**config.mk**
```make
export PLATFORM = sky130hd
export DESIGN_NAME = alu_issue_buffer
export DESIGN_NICKNAME = d
export VERILOG_FILES = /design/src/rtl/alu_issue_buffer.sv
export SDC_FILE = /design/constraint.sdc
export NUM_CORES = 1
export LEC_CHECK = 0
export ABC_AREA = 1
export CAP_MARGIN = 0
export CORE_ASPECT_RATIO = 0.9
export CORE_MARGIN = 2
export CORE_UTILIZATION = 44
export CTS_BUF_LIST = sky130_fd_sc_hd__clkbuf_4 sky130_fd_sc_hd__clkbuf_8 sky130_fd_sc_hd__clkbuf_16
export DETAILED_ROUTE_END_ITERATION = 16
export PLACE_DENSITY = 0.71
export SYNTH_ARGS = -nofsm -noshare
export SYNTH_HDL_FRONTEND = slang
export SYNTH_SLANG_ARGS = --single-unit
```
**constraint.sdc**
```tcl
create_clock -name clk -period 1.8 [get_ports clk]
set_input_delay 0.45 -clock clk [delete_from_list [all_inputs] [get_ports clk]]
set_output_delay 0.45 -clock clk [all_outputs]
set_load 0.02 [all_outputs]
```
**src/rtl/alu_issue_buffer.sv**
```systemverilog
// Two-entry elastic buffer between decode and the ALU.
// Decodes aluop/funct3/funct7b5/op5 to alucontrol; valid/ready on both sides.
module alu_issue_buffer #(
  parameter int DATA_W = 32
) (
  input  logic              clk,
  input  logic              reset_n,
  input  logic              in_valid,
  output logic              in_ready,
  input  logic [1:0]        aluop,
  input  logic [2:0]        funct3,
  input  logic              funct7b5,
  input  logic              op5,
  input  logic [DATA_W-1:0] srca,
  input  logic [DATA_W-1:0] srcb,
  input  logic [4:0]        rd_in,
  input  logic              flush,
  output logic              out_valid,
  input  logic              out_ready,
  output logic [2:0]        alucontrol,
  output logic [DATA_W-1:0] a,
  output logic [DATA_W-1:0] b,
  output logic [4:0]        rd_out,
  output logic              illegal
);

  typedef struct packed {
    logic [2:0]        ctl;
    logic              ill;
    logic [DATA_W-1:0] a;
    logic [DATA_W-1:0] b;
    logic [4:0]        rd;
  } ent_t;

  typedef enum logic [1:0] {
    EMPTY = 2'd0,
    ONE   = 2'd1,
    FULL  = 2'd2
  } state_t;

  state_t st, nxt;
  ent_t   h, s, din;
  logic   push, pop;
  logic   wr_h, wr_s, mv;
  logic [2:0] dctl;
  logic       dill;

  always_comb begin
    dctl = 3'b000;
    dill = 1'b0;
    unique case (aluop)
      2'b00: dctl = 3'b000;
      2'b01: dctl = 3'b001;
      2'b10: begin
        unique case (funct3)
          3'b000: dctl = (op5 & funct7b5) ? 3'b001 : 3'b000;
          3'b001: dctl = 3'b110;
          3'b010: dctl = 3'b101;
          3'b011: dill = 1'b1;
          3'b100: dctl = 3'b100;
          3'b101: begin
            if (funct7b5) dill = 1'b1;
            else          dctl = 3'b111;
          end
          3'b110: dctl = 3'b011;
          3'b111: dctl = 3'b010;
          default: dill = 1'b1;
        endcase
      end
      default: dill = 1'b1;
    endcase
  end

  assign din = '{ctl: dctl, ill: dill, a: srca, b: srcb, rd: rd_in};

  assign in_ready  = (st != FULL);
  assign out_valid = (st != EMPTY);
  assign push      = in_valid & in_ready;
  assign pop       = out_valid & out_ready;

  always_ff @(posedge clk or negedge reset_n) begin
    if (!reset_n) st <= EMPTY;
    else          st <= nxt;
  end

  always_comb begin
    nxt  = st;
    wr_h = 1'b0;
    wr_s = 1'b0;
    mv   = 1'b0;
    if (flush) begin
      nxt = EMPTY;
    end else begin
      unique case (st)
        EMPTY: begin
          if (push) begin
            nxt  = ONE;
            wr_h = 1'b1;
          end
        end
        ONE: begin
          if (push && pop) begin
            wr_h = 1'b1;
          end else if (push) begin
            nxt  = FULL;
            wr_s = 1'b1;
          end else if (pop) begin
            nxt = EMPTY;
          end
        end
        FULL: begin
          if (pop) begin
            nxt = ONE;
            mv  = 1'b1;
          end
        end
        default: nxt = EMPTY;
      endcase
    end
  end

  always_ff @(posedge clk or negedge reset_n) begin
    if (!reset_n) begin
      h <= '0;
      s <= '0;
    end else begin
      if (wr_h)    h <= din;
      else if (mv) h <= s;
      if (wr_s)    s <= din;
    end
  end

  assign alucontrol = h.ctl;
  assign illegal    = h.ill;
  assign a          = h.a;
  assign b          = h.b;
  assign rd_out     = h.rd;

endmodule
```
# [Word level (Yosys, flattened, before mapping)]
# Index checks and enable logic that the tools add are counted.
[op_classes] eq_ne=16 n_bitwise=3 n_reduce_logical=8 mux=26
[ops] op="$mux 73" count=2
[ops] op="$pmux 3 s7" count=1
[ops] op="$eq 3x3->1 const B" count=4
[ops] op="$mux 2" count=6
[ops] op="$mux 1" count=11
[ops] op="$ne 3x3->1 const B" count=3
[ops] op="$eq 3x2->1 const B" count=2
[ops] op="$pmux 1 s2" count=3
[ops] op="$pmux 2 s3" count=1
[ops] op="$pmux 3 s2" count=1
[ops] op="$eq 2x1->1 const B" count=2
[ops] op="$eq 2x2->1 const B" count=2
[ops] op="$logic_not 2->1" count=2
[ops] op="$ne 4x4->1 const B" count=1
[ops] op="$reduce_and 4->1" count=1
[ops] op="$reduce_bool 2->1" count=2
[ops] op="$and 1x1->1" count=3
[ops] op="$eq 3x1->1 const B" count=1
[ops] op="$logic_not 3->1" count=1
[ops] op="$mux 3" count=1
[ops] op="$ne 2x2->1 const B" count=1
[ops] op="$reduce_or 2->1" count=1
[ops] op="$logic_and 1x1->1" count=1
[totals] ff_bits=148 inputBits=81 word_cells=64 output_inout_bits=75

# [Logic depth before layout (Yosys ltp)]
[depth] depth_word=7 ltp_mapped=9 depth_no_buf=9

# [Worst setup path after synthesis]
# Ideal clock, no wire load.
[synth_path] path_kind="register to register" from="register st[1]" to="register s[21] (netlist name)" setup_ns=0.132 n_path_buf=1 period_less_slack_ns=1.301 arrival_ns=1.170 required_time_ns=1.668 slack_ns=0.499 stages_incl_launch_ff=6 cell_sequence="dfrtp_1 nor2_2 nand4_4 inv_2 clkbuf_1 o21ai_0"
[synth_between] elab_chain_cells=6 word_cells_on_any_way=10 classes_between="eq/ne: 2; mux: 4; bitwise: 2; reduce/logical: 2"
[synth_rtl] element="start, declared" line="41" rtl="state_t st, nxt;"
[synth_rtl] element="start signal, assigned" line="83" rtl="else st <= nxt;"
[synth_rtl] element="$ne 2x2->1 or $reduce_bool 2->1 (tied branches)" line="76, 77"
[synth_rtl] element="$and 1x1->1, on equally long branches" line="78, 79"
[synth_rtl] element="$mux 1 or $logic_and 1x1->1 (tied branches)" line="104, 102"
[synth_rtl] element="$mux 1" line="102" rtl="if (push && pop) begin"
[synth_rtl] element="$mux 1 (*)" line="94" rtl="unique case (st)"
[synth_rtl] element="$mux 1 (*)" line="91" rtl="if (flush) begin"
[synth_rtl] element="end signal, assigned" line="129" rtl="if (wr_s) s <= din;"
[synth_rtl] element="end, declared" line="42" rtl="ent_t h, s, din;"
# Mark *: on every way between the ends. The rest lies on a longest branch, timed or not.
# A chain may end at the register's enable or synchronous reset.

# [Worst setup path in the final report]
[layout_path] from="register st[1]" to="output out_valid"
[layout_between] elab_chain_cells=1
[layout_rtl] element="$reduce_bool 2->1" line="77" rtl="assign out_valid = (st != EMPTY);"
[layout_rtl] element="end, declared" line="18" rtl="output logic out_valid,"
# Every way passes these cells.

==> run_results.csv <==
group,metric,value,unit
pwr,p_sw,0.00324,W
placed_design,place_congestion,0.789,
final_layout,drive_gt1_share,7.23,%
run_status,status,"finished clean",
synthesis,synth_nets,795,
pwr,switching_share,30.4,%
global_routing,antenna_found_initial,0,
critical_path,critical_path.max_fanout,5,
placed_design,dp.cells,1045,
pwr,internal-power,0.00741,W
routing,firstDrtPassIters,5,
final_layout,syn_to_final_growth,37.1,%
clocking,cts_buffer_depth,2,
timing,maxSlewHeadroom,71.5,%
final_layout,antenna_cells,0,
global_routing,overflow,0,
pwr,p_leak,4.22,nW
clocking,cts_buffers,17,
routing,viasPerCell,4.92,
critical_path,critPathRequiredTime,1.35,ns
global_routing,grt_start_max_net_pins,79,
die,dieArea,15200,sq um
critical_path,critPathKind,"flip-flop to primary output",
routing,drt_iter0_drc,395,
final_layout,fin_cells,1078,
pwr,p_clk_share,31.9,%
timing,rsz0062_at_grt,"false",
pwr,pwr-share-seq,44.3,%
critical_path,worst_setup_path_start_kind,"flip-flop",
clocking,clk_latency,0.41,ns
placed_design,io_buffer_count,155,
synthesis,ys_ff_latch,148,
timing,clock_skew,0.00656,ns
die,std_cell_rows,41,
synthesis,synth_seq_area_share,59.0,%
flow_run,maxCapViolCount,0,
final_layout,nNetsFinal,956,
die,ios,156,
clocking,clk_pin_slew,0.06,ns
pwr,power_frac_comb,23.8,%
die,die_h,117,um
clocking,htreeDepth,4,
synthesis,synthArstFlopShare,100,%
timing,finalMaxSlewViolations,0,
timing,tightest_slew,0.428,ns
timing,post-route-min-period,1.62,ns
timing,setup_slack,0.179,ns
critical_path,arrival,1.17,ns
clocking,clock-sinks,148,
final_layout,mostFrequentLayoutCell,"nand2_1",
synthesis,syn_avg_cell_area,8.83,sq um
placed_design,place_ws,-0.183,ns
placed_design,dp_hpwl,10400,um
critical_path,worstSetupEndpointType,"primary output",
die,fp.dieW,130,um
global_routing,grtUsageTotal,21.0,%
timing,min_period_over_period,90.0,%
die,start_util,44.8,%
timing,hold_violations,0,
routing,drt_wl_total,15300,um
clocking,cts-root-buf,"clkbuf_16",
clocking,cts_tree,"done",
synthesis,synth_top_area_share,59.0,%
synthesis,synth.distinct_cells,22,
final_layout,utilization,61.5,%
synthesis,ys_warn_count,0,
pwr,ir_worst_vdd,663,uV
global_routing,grt_pass1_vias,5204,
clocking,post_cts_buffers,0,
synthesis,synthTopCellsByArea,"dfrtp_1 59%, nand2_1 18%, o211ai_1 5.9%",
die,core_area,14000,sq um
routing,drc,0,
routing,final_antenna_net_count,0,
timing,holdWs,0.391,ns
pwr,power_density,1240,nW/um^2
global_routing,grt_pass1_wl,25200,um
worst_hold_path,holdCritPathClass,"input port to async pin",
routing,num_vias,5305,
synthesis,synth_edf_count,0,
synthesis,synth_ff_type,"dfrtp_1",
timing,setup_viol,0,
synthesis,post_synth_inst_count,711,
synthesis,netlist_area,6280,sq um
synthesis,yosysTopAreaCell,"dfrtp_1",
timing,fmax,617,MHz
routing,post_drt_wl_per_cell,14.2,um
final_layout,final_cell_mix,"305 x nand2_1, 148 x dfrtp_1, 79 x clkdlybuf4s50_1",
==> through the flow <==
stage               area [sq um]  setup TNS, ns  power [W]
floorplan                   6280              0    0.00617
global placement            8120         -12.73    0.00744
detailed placement          8120         -14.67    0.00757
CTS                         8620              0     0.0108
global route                8610              0     0.0112
finish                      8610              0     0.0106
==> cell usage after synthesis (7+ instances only) <==
library cell    n
buf_2          13
buf_4           7
buf_6           7
clkbuf_1        8
dfrtp_1       148
inv_1          63
nand2_1       305
nand3_1        33
nor2_1         11
o211ai_1       49
o21ai_0        42
o21ai_1        10
==> logic make-up after synthesis <==
logic type / synth area share [%]
AOI/OAI and AO/OA: 10.1
adders and majority gates: 0.598
buffers and inverters: 7.79
DFF: 59.0
and+or+nand+nor: 22.5
==> metal layers <==
layer  up-vias  routed length, um  share of wire (%)  GRT usage [%]
met2       154               7540                 49           34.6
met4         0                268                1.7           6.12
met1      2548               6670                 43           27.2
met5         -                  0                  0              0
li1       2578                  -                  -              -
met3        25                859                5.6           5.84
==> critical path, cell delays in order, from the launching register on <==
cell      delay, ns
dfrtp_1        0.44
nor2_1         0.12
inv_1          0.04
clkbuf_2       0.16
==> power groups by stage <==
stage | Clock (W) | Combinational (W) | Sequential (W)
finish | 0.00340 | 0.00254 | 0.00471
floorplan | 0 | 0.00105 | 0.00512
global route | 0.00359 | 0.00282 | 0.00482
CTS | 0.00346 | 0.00258 | 0.00472
global placement | 0 | 0.00270 | 0.00474
detailed placement | 0 | 0.00280 | 0.00477
==> cell type report <==
class	count	area (sq um)
inverters	66	249
clock inverters	8	73.8
well taps	193	241
multi-input cells	461	2080
clock buffers	24	503
repair buffers	178	1750
fillers	1189	5400
flip-flops and latches	148	3700
==> worst paths after layout <==
check                             startpoint           endpoint  slack [ns]  cells past startpoint
min                                  reset_n   a[5]$_DFFE_PN0P_        0.39                      2
max                        st[1]$_DFFE_PN0P_          out_valid        0.18                      3
max reg2reg                st[1]$_DFFE_PN0P_  s[15]$_DFFE_PN0P_        0.33                      7
min reg2reg                s[71]$_DFFE_PN0P_  s[71]$_DFFE_PN0P_        0.48                      2
max in group asynchronous            reset_n   a[6]$_DFFE_PN0P_        0.81                      3
min in group clk           s[71]$_DFFE_PN0P_  s[71]$_DFFE_PN0P_        0.48                      2
==> sequential cells by signal (all words and copies together), names as in the netlist <==
register / cells
a: 32
alucontrol: 3
b: 32
illegal: 1
rd_out: 5
s: 73
st: 2
==> timing repair <==
item                                   in CTS  in global routing
hold buffers                                1                  0
endpoints found under the hold margin       3                  0
setup endpoints to repair                  75                  2
pin swaps                                   0                  0
resized for setup                          76                  3
(Power assumes the default switching activity.)
